File: config.mk
export PLATFORM = sky130hd
export DESIGN_NAME = mem_access_unit
export DESIGN_NICKNAME = d
export VERILOG_FILES = /design/src/rtl/mem_access_unit.sv
export SDC_FILE = /design/constraint.sdc
export NUM_CORES = 1
export LEC_CHECK = 0
export CAP_MARGIN = 20
export CORE_MARGIN = 1.5
export CORE_UTILIZATION = 40
export CTS_CLUSTER_DIAMETER = 100
export DETAILED_ROUTE_END_ITERATION = 8
export GPL_ROUTABILITY_DRIVEN = 0
export GPL_TIMING_DRIVEN = 0
export MAX_ROUTING_LAYER = met4
export PLACE_DENSITY_LB_ADDON = 0.05
export SLEW_MARGIN = 10
export SYNTH_ARGS = -nofsm -noshare
export SYNTH_HDL_FRONTEND = slang
export SYNTH_SLANG_ARGS = --single-unit
File: constraint.sdc
create_clock -name clk -period 2.44 [get_ports clk]
set_input_delay 0.366 -clock clk [delete_from_list [all_inputs] [get_ports clk]]
set_output_delay 0.366 -clock clk [all_outputs]
set_load 0.05 [all_outputs]
File: src/rtl/mem_access_unit.sv
// Memory access unit: arbitrates instruction fetch and load/store onto a
// word-addressed RAM port whose writes are triggered by data changes.
module mem_access_unit #(
    parameter int DATA_SIZE    = 32,
    parameter int ADDRESS_SIZE = 16
) (
    input  logic                    clk,
    input  logic                    rst_n,
    input  logic                    if_req,
    input  logic [ADDRESS_SIZE-1:0] if_addr,
    output logic                    if_valid,
    output logic [DATA_SIZE-1:0]    if_instr,
    input  logic                    ls_req,
    input  logic                    ls_we,
    input  logic [ADDRESS_SIZE-1:0] ls_addr,
    input  logic [DATA_SIZE-1:0]    ls_wdata,
    output logic                    ls_done,
    output logic [DATA_SIZE-1:0]    ls_rdata,
    output logic                    ready,
    output logic                    ram_read_write,
    output logic [ADDRESS_SIZE-1:0] ram_address,
    output logic [DATA_SIZE-1:0]    ram_data_in,
    input  logic [DATA_SIZE-1:0]    ram_data_out
);

    typedef enum logic [1:0] {
        IDLE,
        RD,
        WR_SETUP,
        WR_DATA
    } state_t;

    state_t                  state_q, state_d;
    logic                    is_fetch_q, is_fetch_d;
    logic [DATA_SIZE-1:0]    wdata_q, wdata_d;
    logic                    ram_rw_q, ram_rw_d;
    logic [ADDRESS_SIZE-1:0] ram_addr_q, ram_addr_d;
    logic [DATA_SIZE-1:0]    ram_din_q, ram_din_d;
    logic                    if_valid_q, if_valid_d;
    logic [DATA_SIZE-1:0]    if_instr_q, if_instr_d;
    logic                    ls_done_q, ls_done_d;
    logic [DATA_SIZE-1:0]    ls_rdata_q, ls_rdata_d;
    logic                    ready_q, ready_d;

    // Next-state and next-output logic; every output comes from a register.
    always_comb begin
        state_d    = state_q;
        is_fetch_d = is_fetch_q;
        wdata_d    = wdata_q;
        ram_rw_d   = ram_rw_q;
        ram_addr_d = ram_addr_q;
        ram_din_d  = ram_din_q;
        if_valid_d = 1'b0;
        if_instr_d = if_instr_q;
        ls_done_d  = 1'b0;
        ls_rdata_d = ls_rdata_q;

        case (state_q)
            IDLE: begin
                ram_rw_d = 1'b1;
                if (ls_req) begin
                    ram_addr_d = ls_addr;
                    is_fetch_d = 1'b0;
                    if (ls_we) begin
                        // Writing the complement first forces a data change
                        // even when the store data equals the current data_in.
                        ram_rw_d  = 1'b0;
                        ram_din_d = ~ls_wdata;
                        wdata_d   = ls_wdata;
                        state_d   = WR_SETUP;
                    end else begin
                        state_d = RD;
                    end
                end else if (if_req) begin
                    ram_addr_d = if_addr;
                    is_fetch_d = 1'b1;
                    state_d    = RD;
                end
            end
            RD: begin
                if (is_fetch_q) begin
                    if_instr_d = ram_data_out;
                    if_valid_d = 1'b1;
                end else begin
                    ls_rdata_d = ram_data_out;
                    ls_done_d  = 1'b1;
                end
                state_d = IDLE;
            end
            WR_SETUP: begin
                ram_din_d = wdata_q;
                state_d   = WR_DATA;
            end
            WR_DATA: begin
                // Address and data stay put while the port returns to read.
                ram_rw_d  = 1'b1;
                ls_done_d = 1'b1;
                state_d   = IDLE;
            end
            default: begin
                ram_rw_d = 1'b1;
                state_d  = IDLE;
            end
        endcase

        ready_d = (state_d == IDLE);
    end

    // State and output registers with asynchronous active-low reset.
    always_ff @(posedge clk or negedge rst_n) begin
        if (!rst_n) begin
            state_q    <= IDLE;
            is_fetch_q <= 1'b0;
            wdata_q    <= '0;
            ram_rw_q   <= 1'b1;
            ram_addr_q <= '0;
            ram_din_q  <= '0;
            if_valid_q <= 1'b0;
            if_instr_q <= '0;
            ls_done_q  <= 1'b0;
            ls_rdata_q <= '0;
            ready_q    <= 1'b1;
        end else begin
            state_q    <= state_d;
            is_fetch_q <= is_fetch_d;
            wdata_q    <= wdata_d;
            ram_rw_q   <= ram_rw_d;
            ram_addr_q <= ram_addr_d;
            ram_din_q  <= ram_din_d;
            if_valid_q <= if_valid_d;
            if_instr_q <= if_instr_d;
            ls_done_q  <= ls_done_d;
            ls_rdata_q <= ls_rdata_d;
            ready_q    <= ready_d;
        end
    end

    assign if_valid       = if_valid_q;
    assign if_instr       = if_instr_q;
    assign ls_done        = ls_done_q;
    assign ls_rdata       = ls_rdata_q;
    assign ready          = ready_q;
    assign ram_read_write = ram_rw_q;
    assign ram_address    = ram_addr_q;
    assign ram_data_in    = ram_din_q;

endmodule
; ---- Word-level counts from Yosys, hierarchy flattened
; Index checks and enable logic that the tools add are counted.
[op_classes]
n_addsub = 0
mul = 0
div = 0
n_lt_le_gt_ge = 0
n_eq_ne = 5
shift = 0
muxes = 18
n_bitwise = 2
n_reduce_logical = 11
[ops]
columns = cell, count
row1 = two-way mux 32 bit, 2
row2 = one-hot mux 32 bit (2 select lines), 1
row3 = two-way mux 16 bit, 2
row4 = inverter 32 bit, 1
row5 = two-way mux 1 bit, 7
row6 = two-way mux 2 bit, 3
row7 = one-hot mux 2 bit (3 select lines), 1
row8 = AND reduction 2 bit, 3
row9 = AND reduction 3 bit, 2
row10 = nonzero test 2 bit, 3
row11 = equality test 2 bit (second input constant), 2
row12 = zero test 2 bit, 2
row13 = != test 2 bit (second input constant), 2
row14 = one-hot mux 1 bit (2 select lines), 2
row15 = equality test 2 x 1 -> 1 bit (second input constant), 1
row16 = OR reduction 2 bit, 1
row17 = inverter 1 bit, 1
[totals]
register_bits = 151
latch_bits = 0
mem_bits_rw = 0
mem_bits_ro = 0
word_cells = 47
n_memories = 0

; ---- Longest topological paths before layout
; Gate-level depths: netlist of run 1.
[depth]
word_depth = 4
mapped_depth = 7
mapped_depth_nobuf = 5

; ---- Least setup slack after synthesis of run 1
; OpenSTA, ideal clock, no wires.
[synth_path]
path_type = reg-to-reg
startpoint = register state_q[0]
endpoint = register ram_din_q[10], in the netlist ram_data_in[10]
setup_ps = 125
t_arrival_ps = 1564
required_ps = 2315
slack_ps = 751
path_stages_with_launch = 8
path_buffers = 2
path_cell_list = dfrtp_1 > inv_1 > ha_1 > buf_6 > mux2i_1 > a21oi_4 > buf_6 > mux2_4
[synth_via]
elab_chain_cells = 3
elab_cells_between_ends = 7
classes_between = eq/ne: 3 / mux: 1 / reduce/logical: 3
[synth_rtl]
columns = element, line
row1 = start: declaration, 33  ; state_t state_q, state_d;
row2 = start signal: assignment, 124  ; state_q <= state_d;
row3 = equality test 2 bit or zero test 2 bit (tied branches), 58  ; case (state_q)
row4 = nonzero test 2 bit (no line) or != test 2 bit (tied branches), -
row5 = AND reduction 3 bit (no line), -
row6 = end signal: assignment, 129  ; ram_din_q <= ram_din_d;
row7 = end: declaration, 38  ; logic [DATA_SIZE-1:0] ram_din_q, ram_din_d;
; Parallel ways exist; a longest one is shown, timed or not.
; A chain may end at the register's enable or synchronous reset.

; ---- Worst setup path in the final report of run 1
[layout_path]
startpoint = register ram_rw_q, in the netlist ram_read_write
endpoint = output ram_read_write
[layout_rtl]
columns = element, line
row1 = start: declaration, 36  ; logic ram_rw_q, ram_rw_d;
row2 = start signal: assignment, 127  ; ram_rw_q <= ram_rw_d;
row3 = end: declaration, 20  ; output logic ram_read_write,
; No word-level cell between the ends.

==> results.yml, run 1 <==
outcome:
  outcome: "complete, no violations"
cells_and_area:
  final_cell_mix: "clkdlybuf4s50_1 (215), dfrtp_1 (149), mux2_2 (98)"
  antenna_cells: 0
  multiInputGateArea_mm2: 0.002336
  fin_util: 0.6108
  syn2layout_area_growth_pct: 48.36
  final_net_count: 790
  fin_area_mm2: 0.009354
  fillCellCount: 1264
  drive_gt1_frac: 0.2619
  register_area_mm2: 0.003781
  final_common_cell: "clkdlybuf4s50_1"
worst_hold_path:
  hold_path_depth: 2
  hold-path-endpoint: "ram_read_write$_DFFE_PN1P_"
  hold_class: "flip-flop to flip-flop"
  worstHoldStart: "ram_read_write$_DFFE_PN1P_"
job:
  maxCapViolCount: 0
critical_path:
  crit_slowest_cell: "clkdlybuf4s50_1"
  path_max_fanout: 2
  end_kind: "primary output"
  crit_chain: "clkdlybuf4s50_1"
  worstPathRequired_ns: 2.07
  cp-start-kind: "flip-flop"
  timing.rr.end: "ram_data_in[21]$_DFFE_PN0P_"
  path_buf_inv: 1
  cp-startpoint: "ram_read_write$_DFFE_PN1P_"
  r2r_start: "state_q[0]$_DFF_PN0_"
  reg2reg_setup_slack_ns: 0.57
  cpPeakStageDelay_ns: 0.85
  reg2regPathDepth: 7
  critPathTopFamily: "buffers and inverters"
  cp.arrival_ns: 1.79
  worstSetupPathType: "flip-flop to primary output"
sta:
  rsz0062_at_grt: "no"
  drv_slew: 0
  slew-limit-headroom: 0.6202
  fmax_mhz: 463.7
  setup_viol: 0
  worst_pin_slew_ns: 0.5679
  skew_ns: 0.005756
  worst_slack_ns: 0.2836
  fin_crit_ns: 2.156
  fin_crit_sh: 0.8838
  final-hold-violation-count: 0
logic_synthesis:
  yosysWarnings: 0
  ys_seq_area_frac: 0.5997
  synthCells: 446
  synth_area_per_cell_um2: 14.14
  synthesis.area_mm2: 0.006305
  ys_ff_latch: 151
  syn_nets: 553
  ys_types: 26
clocking:
  tritoncts: "done"
  insertion_delay_ns: 0.41
  post_cts_buffers: 0
  cts_buffer_depth: 2
  numCtsBuffers: 17
  cts_resized: 0
  h-tree-depth: 4
  clock-sinks: 151
  cts_hold_buffers: 1
  root_buffer: "clkbuf_16"
  clk_pin_slew_ns: 0.06
routing:
  drtIter0Drc: 118
  firstDrtPassIters: 8
  totalWireLength_mm: 14.43
  wl_per_cell_um: 15.93
  num_vias: 4324
  viasPerCell: 4.773
  route.met2.wl_mm: 6.802
  top_layer: "met4"
  met1_length_mm: 6.458
  ant_nets: 0
  routed-wl-met3_um: 960
  drc_errors: 0
global_route:
  grt.total_usage: 0.1896
  first_global_vias: 4495
  antenna_found_initial: 0
  globalRoute.totalOverflow: 0
  grt_pass1_wl_mm: 23.14
  grt_max_degree: 84
floorplan:
  rows: 45
  die_x_um: 128.5
  fp.dieH_um: 128.5
  start_util: 0.4117
  ios: 217
  dieArea_mm2: 0.01652
  core-area_mm2: 0.01531
place:
  portBuffers: 216
  place_ws_ns: 0.4288
  placed_cell_area_mm2: 0.008763
  hpwl_mm: 10.48
power_and_ir_drop:
  peakVddDrop_v: 0.0007742
  totalPowerFinal_mw: 15.87
  p_leak_nw: 4.020
  powerDensity_mw_per_mm2: 1697
-- layout make-up --
type	count	share of cell area
Clock buffer	22	0.04856
Multi-Input combinational cell	265	0.2497
Inverter	5	0.002006
Clock inverter	9	0.01351
Timing Repair Buffer	218	0.2357
Tap cell	211	0.02822
Buffer	25	0.01806
Sequential cell	151	0.4042
-- sequential cells by signal, summed over array words and instances (netlist names) --
signal          cells
state_q             2
ls_rdata           32
ready               1
if_instr           32
if_valid            1
wdata_q            32
ram_data_in        32
ram_read_write      1
ram_address        16
ls_done             1
is_fetch_q          1
-- power by group --
part / switching, mW / leakage (nW) / internal [mW]
registers: 0.626 / 1.79 / 3.81
logic: 5.29 / 1.94 / 3.56
clock network: 0.964 / 0.284 / 1.62
total: 6.88 / 4.02 / 8.99
-- per-stage QoR --
stage,instances,hold WS [ns],TNS (ns)
after floorplan,446,0.07041,0
after global placement,873,0.4620,-753.14
after detailed placement,874,0.3639,0
after CTS,906,0.4713,0
after global routing,906,0.4903,0
final,906,0.4675,0
-- cell families after synthesis --
logic type,Yosys count,synth area share
mux,145,0.2735
compound gates,54,0.04564
fa+ha+maj,6,0.01191
flops,151,0.5997
buf+inv,30,0.02977
simple gates,60,0.03949
-- worst max-delay path by stage --
stage	endpoint	cells after the start
global placement	if_instr[11]$_DFFE_PN0P_	1
global route	ram_read_write	1
floorplan	ram_data_in[10]$_DFFE_PN0P_	7
CTS	ram_read_write	1
finish	ram_read_write	1
detailed placement	ram_address[9]$_DFFE_PN0P_	4
-- Yosys cell counts --
cell	count	area, um^2
o21ai_0	49	245.2
buf_2	9	45.04
dfrtp_1	149	3729
o21ai_1	1	5.000
nand3_2	1	10.01
nor2_1	1	3.750
dfstp_2	2	52.55
or2_2	1	6.260
a21oi_1	1	5.000
a31oi_1	1	6.260
inv_2	1	3.750
inv_1	4	15.01
mux2i_1	17	170.2
buf_4	1	7.510
nand2_1	51	191.4
ha_1	6	75.07
o311a_1	1	10.01
a21oi_4	1	16.27
nor2b_1	1	6.260
nor3_1	2	10.01
nand2b_1	2	12.51
buf_6	8	90.09
mux2_4	30	450.4
or3b_2	1	8.760
clkbuf_1	7	26.28
mux2_2	98	1104
-- per-layer routing --
metal / GRT usage / up-vias
li1: - / 2027
met1: 0.2364 / 2135
met2: 0.2951 / 146
met3: 0.05655 / 16
met4: 0.06609 / 0
met5: - / -
(Power assumes the default switching activity.)
==> run 2: changes to the inputs <==
- ABC_AREA: not set -> 0
- SKIP_LAST_GASP: not set -> 1
- TNS_END_PERCENT: not set -> 100
==> results of run 2 <==
Final layout, timing and power as in run 1 (identical DEF).
